`config.mk`:
```
export PLATFORM = sky130hd
export DESIGN_NAME = conv_filter_stream
export DESIGN_NICKNAME = d
export VERILOG_FILES = /design/src/rtl/conv_filter_stream.sv
export SDC_FILE = /design/constraint.sdc
export NUM_CORES = 2
export LEC_CHECK = 0
export BUFFER_PORTS_ARGS = -buffer_cell sky130_fd_sc_hd__buf_2
export CAP_MARGIN = 20
export CORE_ASPECT_RATIO = 1.5
export CORE_MARGIN = 1
export CORE_UTILIZATION = 50
export DETAILED_ROUTE_END_ITERATION = 6
export PLACE_DENSITY = 0.65
export SYNTH_ARGS = -nofsm -noshare
export SYNTH_HDL_FRONTEND = slang
export SYNTH_SLANG_ARGS = --single-unit
```
`constraint.sdc`:
```
create_clock -name clk -period 19.25 [get_ports clk]
set_input_delay 0.9625 -clock clk [delete_from_list [all_inputs] [get_ports clk]]
set_output_delay 0.9625 -clock clk [all_outputs]
set_load 0.005 [all_outputs]
```
`src/rtl/conv_filter_stream.sv`:
```
// Streamed strided 2-D convolution: loads F*F taps then an N*N map, one MAC per clock, optional zero pad and ReLU.
// Each output appears F*F cycles after the last load word or the previous handshake, and is held until out_ready.
module conv_filter_stream #(
  parameter int input_size  = 7,
  parameter int filter_size = 3,
  parameter int stride      = 2,
  parameter int pad         = 0,
  parameter int data_width  = 32
) (
  input  logic                  clk,
  input  logic                  rst,
  input  logic                  in_valid,
  output logic                  in_ready,
  input  logic [data_width-1:0] in_data,
  input  logic                  relu_en,
  output logic                  out_valid,
  input  logic                  out_ready,
  output logic [data_width-1:0] out_data,
  output logic                  out_last,
  output logic                  busy
);

  localparam int N     = input_size;
  localparam int F     = filter_size;
  localparam int FF    = F * F;
  localparam int NN    = N * N;
  localparam int TOTAL = FF + NN;
  localparam int OUT   = (N + 2 * pad - F) / stride + 1;
  localparam int FA    = (FF > 1) ? $clog2(FF) : 1;
  localparam int MA    = (NN > 1) ? $clog2(NN) : 1;
  localparam int CW    = $clog2(TOTAL + 1);
  localparam int TW    = $clog2(F + 1);
  localparam int OW    = $clog2(OUT + 1);

  localparam logic [1:0] ST_LOAD    = 2'd0;
  localparam logic [1:0] ST_COMPUTE = 2'd1;
  localparam logic [1:0] ST_OUTPUT  = 2'd2;

  logic [1:0]            state_q, state_d;
  logic [CW-1:0]         cnt_q, cnt_d;
  logic [FA-1:0]         tap_q, tap_d;
  logic [TW-1:0]         tr_q, tr_d, tc_q, tc_d;
  logic [OW-1:0]         wr_q, wr_d, wc_q, wc_d;
  logic [data_width-1:0] acc_q, acc_d;
  logic [data_width-1:0] out_data_q, out_data_d;
  logic                  out_last_q, out_last_d;
  logic                  relu_q, relu_d;

  logic [data_width-1:0] filt_mem [FF];
  logic [data_width-1:0] map_mem  [NN];

  int                    r_pos, c_pos;
  logic                  in_map;
  logic [MA-1:0]         map_idx;
  logic [data_width-1:0] tap_val, prod, sum;

  assign in_ready  = (state_q == ST_LOAD);
  assign out_valid = (state_q == ST_OUTPUT);
  assign out_data  = out_data_q;
  assign out_last  = out_last_q;
  assign busy      = !((state_q == ST_LOAD) && (cnt_q == '0));

  // Storage is not reset; every frame rewrites all of it before use.
  always_ff @(posedge clk) begin
    if (in_valid && in_ready) begin
      if (cnt_q < CW'(FF))
        filt_mem[FA'(cnt_q)] <= in_data;
      else
        map_mem[MA'(cnt_q - CW'(FF))] <= in_data;
    end
  end

  always_comb begin
    state_d    = state_q;
    cnt_d      = cnt_q;
    tap_d      = tap_q;
    tr_d       = tr_q;
    tc_d       = tc_q;
    wr_d       = wr_q;
    wc_d       = wc_q;
    acc_d      = acc_q;
    out_data_d = out_data_q;
    out_last_d = out_last_q;
    relu_d     = relu_q;

    // Padded coordinates; taps landing in the border contribute zero.
    r_pos   = int'(wr_q) * stride + int'(tr_q) - pad;
    c_pos   = int'(wc_q) * stride + int'(tc_q) - pad;
    in_map  = (r_pos >= 0) && (r_pos < N) && (c_pos >= 0) && (c_pos < N);
    map_idx = in_map ? MA'(r_pos * N + c_pos) : '0;
    tap_val = in_map ? map_mem[map_idx] : '0;
    prod    = filt_mem[tap_q] * tap_val;
    sum     = acc_q + prod;

    case (state_q)
      ST_LOAD: begin
        if (in_valid) begin
          if (cnt_q == '0)
            relu_d = relu_en;
          if (cnt_q == CW'(TOTAL - 1)) begin
            cnt_d   = '0;
            state_d = ST_COMPUTE;
          end else begin
            cnt_d = cnt_q + CW'(1);
          end
        end
      end
      ST_COMPUTE: begin
        if (tap_q == FA'(FF - 1)) begin
          tap_d      = '0;
          tr_d       = '0;
          tc_d       = '0;
          acc_d      = '0;
          out_data_d = (relu_q && sum[data_width-1]) ? '0 : sum;
          out_last_d = (wr_q == OW'(OUT - 1)) && (wc_q == OW'(OUT - 1));
          state_d    = ST_OUTPUT;
        end else begin
          tap_d = tap_q + FA'(1);
          acc_d = sum;
          if (tc_q == TW'(F - 1)) begin
            tc_d = '0;
            tr_d = tr_q + TW'(1);
          end else begin
            tc_d = tc_q + TW'(1);
          end
        end
      end
      ST_OUTPUT: begin
        if (out_ready) begin
          out_last_d = 1'b0;
          acc_d      = '0;
          if (out_last_q) begin
            wr_d    = '0;
            wc_d    = '0;
            state_d = ST_LOAD;
          end else begin
            if (wc_q == OW'(OUT - 1)) begin
              wc_d = '0;
              wr_d = wr_q + OW'(1);
            end else begin
              wc_d = wc_q + OW'(1);
            end
            state_d = ST_COMPUTE;
          end
        end
      end
      default: state_d = ST_LOAD;
    endcase
  end

  always_ff @(posedge clk or posedge rst) begin
    if (rst) begin
      state_q    <= ST_LOAD;
      cnt_q      <= '0;
      tap_q      <= '0;
      tr_q       <= '0;
      tc_q       <= '0;
      wr_q       <= '0;
      wc_q       <= '0;
      acc_q      <= '0;
      out_data_q <= '0;
      out_last_q <= 1'b0;
      relu_q     <= 1'b0;
    end else begin
      state_q    <= state_d;
      cnt_q      <= cnt_d;
      tap_q      <= tap_d;
      tr_q       <= tr_d;
      tc_q       <= tc_d;
      wr_q       <= wr_d;
      wc_q       <= wc_d;
      acc_q      <= acc_d;
      out_data_q <= out_data_d;
      out_last_q <= out_last_d;
      relu_q     <= relu_d;
    end
  end

endmodule
```
Yosys cells after proc, flatten, opt, wreduce, memory -nomap -nowiden
Memory sizes are Yosys's and may differ from the RTL's. Index checks and enable logic that the tools add are counted.

Multiply operators: 2. Order comparisons: 5. Reductions and logical operators: 22. Eq/ne operators: 11. Mux-type cells: 31. Add/subtract/negate cells: 11.

Operators with widths (number): 32-bit 2-to-1 mux (4); 32-bit case mux with 2 select lines (1); 32-bit adder (1); 32-bit by 32-bit multiplier with 32-bit output (1); 2-bit 2-to-1 mux (12); 6-bit 2-to-1 mux (2); 2-bit AND reduction (5); 1-bit 2-to-1 mux (9); 3-bit AND reduction (3); 2-bit by 1-bit adder with 2-bit output, second input constant (4); 3-bit by 2-bit adder with 4-bit output (2); 2-bit equality test, second input constant (4); 4-bit by 1-bit >= comparator with 1-bit output, second input constant (2); 4-bit by 3-bit < comparator with 1-bit output, second input constant (2); 1-bit logical AND (7); 6-bit by 1-bit adder with 6-bit output, second input constant (1); 6-bit by 4-bit adder with 6-bit output (1); 6-bit equality test, second input constant (1); 6-bit logical NOT (1); 6-bit by 4-bit < comparator with 1-bit output, second input constant (1); 4-bit by 3-bit multiplier with 6-bit output, second input constant (1); 2-bit case mux with 3 select lines (1); 2-bit nonzero test (3); 6-bit by 4-bit subtractor with 6-bit output, second input constant (1); other kinds (10) (12).

Output and inout bits: 36. Logic and storage cells: 95. Memories kept: 2. Register bits: 86. Memory bits (writable): 1856.

Memory list: map_mem (depth 49, bits a word 32, rd ports 1, clocked after Yosys merged registers in 0, wr ports 1, RTL line 50) `logic [data_width-1:0] map_mem [NN];`; filt_mem (depth 9, bits a word 32, rd ports 1, clocked after Yosys merged registers in 0, wr ports 1, RTL line 49) `logic [data_width-1:0] filt_mem [FF];`.

Depth between registers and ports, before layout
An unclocked memory read counts as a cell.

Depth in word-level cells: 12. Gate-level depth with buffers: 53.

Worst setup path before layout
OpenSTA, ideal clock, no wires.

Path type: register to register. Start: reg tr_q[1]. End: reg out_data_q[31], in the netlist out_data[31]. Path buffers: 8. Data arrival time: 11.719 ns. Setup time: 0.120 ns. Required time: 19.130 ns. Stages on the path, launching flop included: 43. Clock period less this slack: 11.839 ns. Slack: 7.411 ns. Path through: dfrtp_1 ha_1 inv_1 ha_1 inv_1 fa_1 fa_1 fa_1 buf_2 buf_2 buf_2 buf_2 clkbuf_1 o22ai_1 a211oi_1 nor3_1 nor4_1 and2_1 (+7 left out) fa_1 fa_1 inv_1 fa_1 fa_1 fa_1 xnor2_1 xnor2_1 xnor2_1 xnor2_1 xnor2_1 xnor3_1 xnor2_1 xnor3_1 xnor3_2 xor2_4 buf_6 a31o_1.

Cells in the longest elaborated chain, start to end: 12. Elaborated cells on any way between the ends: 15.

Ends and longest elaborated chain: from (decl) (RTL line 42) `logic [TW-1:0] tr_q, tr_d, tc_q, tc_d;`; from (signal assigned) (RTL line 168) `tr_q <= tr_d;`; 3-bit by 2-bit adder with 4-bit output (*) (RTL line 87) `r_pos = int'(wr_q) * stride + int'(tr_q) - pad;`; branches (longest 6 deep; another with memory read 49 x 32 bit); 32-bit 2-to-1 mux (*) (RTL line 91) `tap_val = in_map ? map_mem[map_idx] : '0;`; 32-bit by 32-bit multiplier with 32-bit output (*) (RTL line 92) `prod = filt_mem[tap_q] * tap_val;`; 32-bit adder (*) (RTL line 93) `sum = acc_q + prod;`; 1-bit logical AND (RTL line 114) `out_data_d = (relu_q && sum[data_width-1]) ? '0 : sum;`; 32-bit 2-to-1 mux (*) (RTL line 114); to (signal assigned) (RTL line 173) `out_data_q <= out_data_d;`; to (decl) (RTL line 45) `logic [data_width-1:0] out_data_q, out_data_d;`.

Mark *: on every way between the ends. A chain may end at the register's enable or synchronous reset.

Worst setup path after layout
Start: reg tr_q[1]. End: reg out_data_q[2], in the netlist out_data[2].

Same word-level chain as after synthesis.

==> key figures <==
Clock network
  – Number of H-tree levels: 4
  – Clk slew on worst S/H paths: 0.07 ns
  – Post-CTS Hold Fix Bufs: 0
  – CTS buffer count: between 150 and 200
  – CTS sink count: around 1900
  – Post-CTS Setup Inserts: 0
  – CTS tree: yes
  – CTS max path bufs: 4
  – Post-CTS sizing: 0
  – Root Driver: clkbuf_16
  – Clk Latency, worst-skew pair: 0.88 ns

Timing
  – Final Hold Viols: 0
  – Period utilisation layout: just under 80%
  – RSZ-0062 raised after global routing: false
  – Slew HR: 15.24%
  – Setup WS post-layout: roughly 4.3 ns
  – Measured slew at the worst slew-check pin: around 1.3 ns
  – Fmax: 0.06687 GHz
  – Setup_tns: 0 ns
  – Max-slew violations: 0
  – Final Critical Period: 14.95 ns
  – # setup viols final: 0
  – Clock Skews: ~0.065 ns

Detailed routing
  – Drt initial violations: roughly 6700
  – Via count: approximately 58000
  – Routed vias/inst: approximately 6.4
  – DRT Wirelength: between 200000 and 300000 um
  – Residual DRC: 4
  – Initial DRT Pass Iterations: 7
  – Routed length per instance: about 33 um
  – Final ANT Viol Nets: 0

Floorplan
  – Starting Density: just over 50%
  – Die area: ~0.19 sq mm
  – # IOs: between 70 and 80
  – # rows: slightly below 200
  – Die Y: between 500 and 600 um
  – Core Region: 0.1859 sq mm
  – Die width: approximately 360 um

Logic synthesis
  – Synthesized cell area: ~0.093 sq mm
  – Main synth FF type: edfxtp_1
  – FFs w/ async S/R, synth: 4.428%
  – #FFs+latches synth: about 1900
  – Post-synth EDFFs: around 1900
  – Yosys cell types: 94
  – Avg Cell Area, Syn: 14.89 sq um
  – Register area share after synthesis: 61.93%
  – Syn Inst Count: around 6300
  – Warning count from the yosys run: 0
  – Synthesized Nets: between 6000 and 7000

Outcome
  – Status: finished, violations left
  – Failing checks: DRC

Flow run
  – Max Cap Viol: 0

Placed design
  – DP Wirelength: 183200 um
  – Setup Slack @ Placement: roughly 4.3 ns
  – I/O Buffers: slightly above 70
  – GP Congestion: between 0.9 and 1
  – DP Area: about 0.097 sq mm
  – DP Cell Count: between 8000 and 9000

Critical path
  – CP Max Fanout: 110
  – Worst Path Arrival: 15.68 ns
  – Worst setup SP type: register
  – Critical path type: register to register
  – CP dominant cell by count: fa_1
  – Crit-path leading delay family: adder cells
  – Crit end category: register
  – Crit path buffers/inverters: 9
  – Slowest stage delay, CP: about 0.97 ns
  – Req. time, crit path: roughly 20 ns
  – Critical-path top delay cell: fa_4

Final layout
  – Area growth, synth to finish: 10.19%
  – Most frequent cells in the layout: 1856 x edfxtp_1, 547 x inv_1, 442 x fa_1, 423 x nor2_1, 251 x mux2i_1
  – Commonest non-fill, non-tap cell in the layout: edfxtp_1
  – Final non-filler cell area: approximately 0.10 sq mm
  – Layout Nets: 6990
  – Share of layout cells above drive strength 1: roughly 15%
  – Final Non-Filler Cells: between 8000 and 9000

GRT
  – Largest net degree at the start of global routing: between 100 and 150
  – Vias in the first global route: between 50000 and 60000
  – Initial antenna violation count: 13
  – Total GRT Usage: 31.55%
  – Grt ovf: 0
  – First-pass GRT wire length: 421600 um

Hold path
  – Min-delay worst type: primary input to asynchronous set/reset pin
stage by stage:
stage	hold slack, ns	utilization, %
final	0.09348	55.39
after global routing	0.1209	55.38
after CTS	0.09816	55.36
after detailed placement	0.4793	52.32
after global placement	0.4774	52.29
after floorplan	0.4498	-
registers in the layout, indices dropped and copies added, names as in the netlist:
signal    flops
wr_q          2
map_mem    1568
relu_q        1
state_q       2
tc_q          2
tap_q         4
filt_mem    288
cnt_q         6
out_data     32
acc_q        32
tr_q          2
wc_q          2
out_last      1
Yosys cell counts, drive strengths merged (16+ instances only):
cell        n  area [sq um]
mux2i     251          2512
a21o       18         135.1
xor2       21         221.5
a222oi     25         250.2
or2        64         400.4
nor2b      63         394.1
a22oi      66         495.5
o211ai     28         239.0
o21ai     216          1092
inv       551          2068
nor3       70         350.3
a2bb2oi    16         146.4
mux4      159          3581
nand2     193         724.4
nand3      74         375.4
or3        39         244.0
a211oi     69         540.5
nor2      478          1794
fa        443          8869
nand2b     89         556.8
clkbuf    156         585.6
buf       231          1424
o22ai     107         669.4
o221ai     47         411.6
nor4       23         158.9
dfrtp      86          2152
a21oi     191         959.7
xnor2      57         514.2
mux2       95          1070
a31oi      61         381.6
a22o       44         385.4
a221oi     70         625.6
ha        145          1814
and2       26         162.7
edfxtp   1856         55730
cell type report:
| class | count | area, sq um |
|---|---|---|
| multi-input combinational | 3398 | 32170 |
| timing repair buffer | 288 | 2102 |
| fill | 14810 | 82950 |
| inverter | 552 | 2074 |
| antenna | 9 | 22.52 |
| clock buffer | 224 | 4786 |
| tap | 2450 | 3065 |
| sequential | 1942 | 57890 |
| clock inverter | 101 | 870.8 |
kinds of logic after synthesis:
logic type / after synthesis / share of synthesized area (%)
compound gates: 1068 / 7.822
xor+xnor: 87 / 1.005
fa+ha+maj: 588 / 11.43
mux: 505 / 7.664
flops: 1942 / 61.93
buf+inv: 939 / 4.367
simple gates: 1150 / 5.779
metal layers:
layer	wire length (um)	part of all wire, %	track usage, %
met3	24010	8.1	4.803
met4	27710	9.3	24.09
met2	147800	50	53.64
met5	86	0.029	0
met1	97800	33	35.68
worst reg2reg max path: cells and delay by family, from the launching register on:
| kind | cells | cell delay (ns) |
|---|---|---|
| and+or+nand+nor | 4 | 2.23 |
| DFF | 1 | 0.39 |
| buffers and inverters | 9 | 1.57 |
| AOI/OAI and AO/OA | 5 | 1.48 |
| xor gates and xnor gates | 10 | 2.79 |
| adders and majority gates | 13 | 6.35 |
worst paths after layout:
kind / from / to / slack [ns] / cells after the start
setup / recovery: tr_q[1] / out_data[2] / 4.30 / 41
hold / removal: rst / acc_q[14] / 0.09 / 2
setup reg to reg: tr_q[1] / out_data[2] / 4.30 / 41
hold reg to reg: acc_q[21] / acc_q[21] / 0.50 / 2
max in group asynchronous: rst / tap_q[0] / 17.81 / 3
min in group clk: relu_en / relu_q / 0.34 / 3
Power is left out: the tool's default activity adds up to more than one toggle a clock period on the data nets, which glitch-free logic cannot reach.
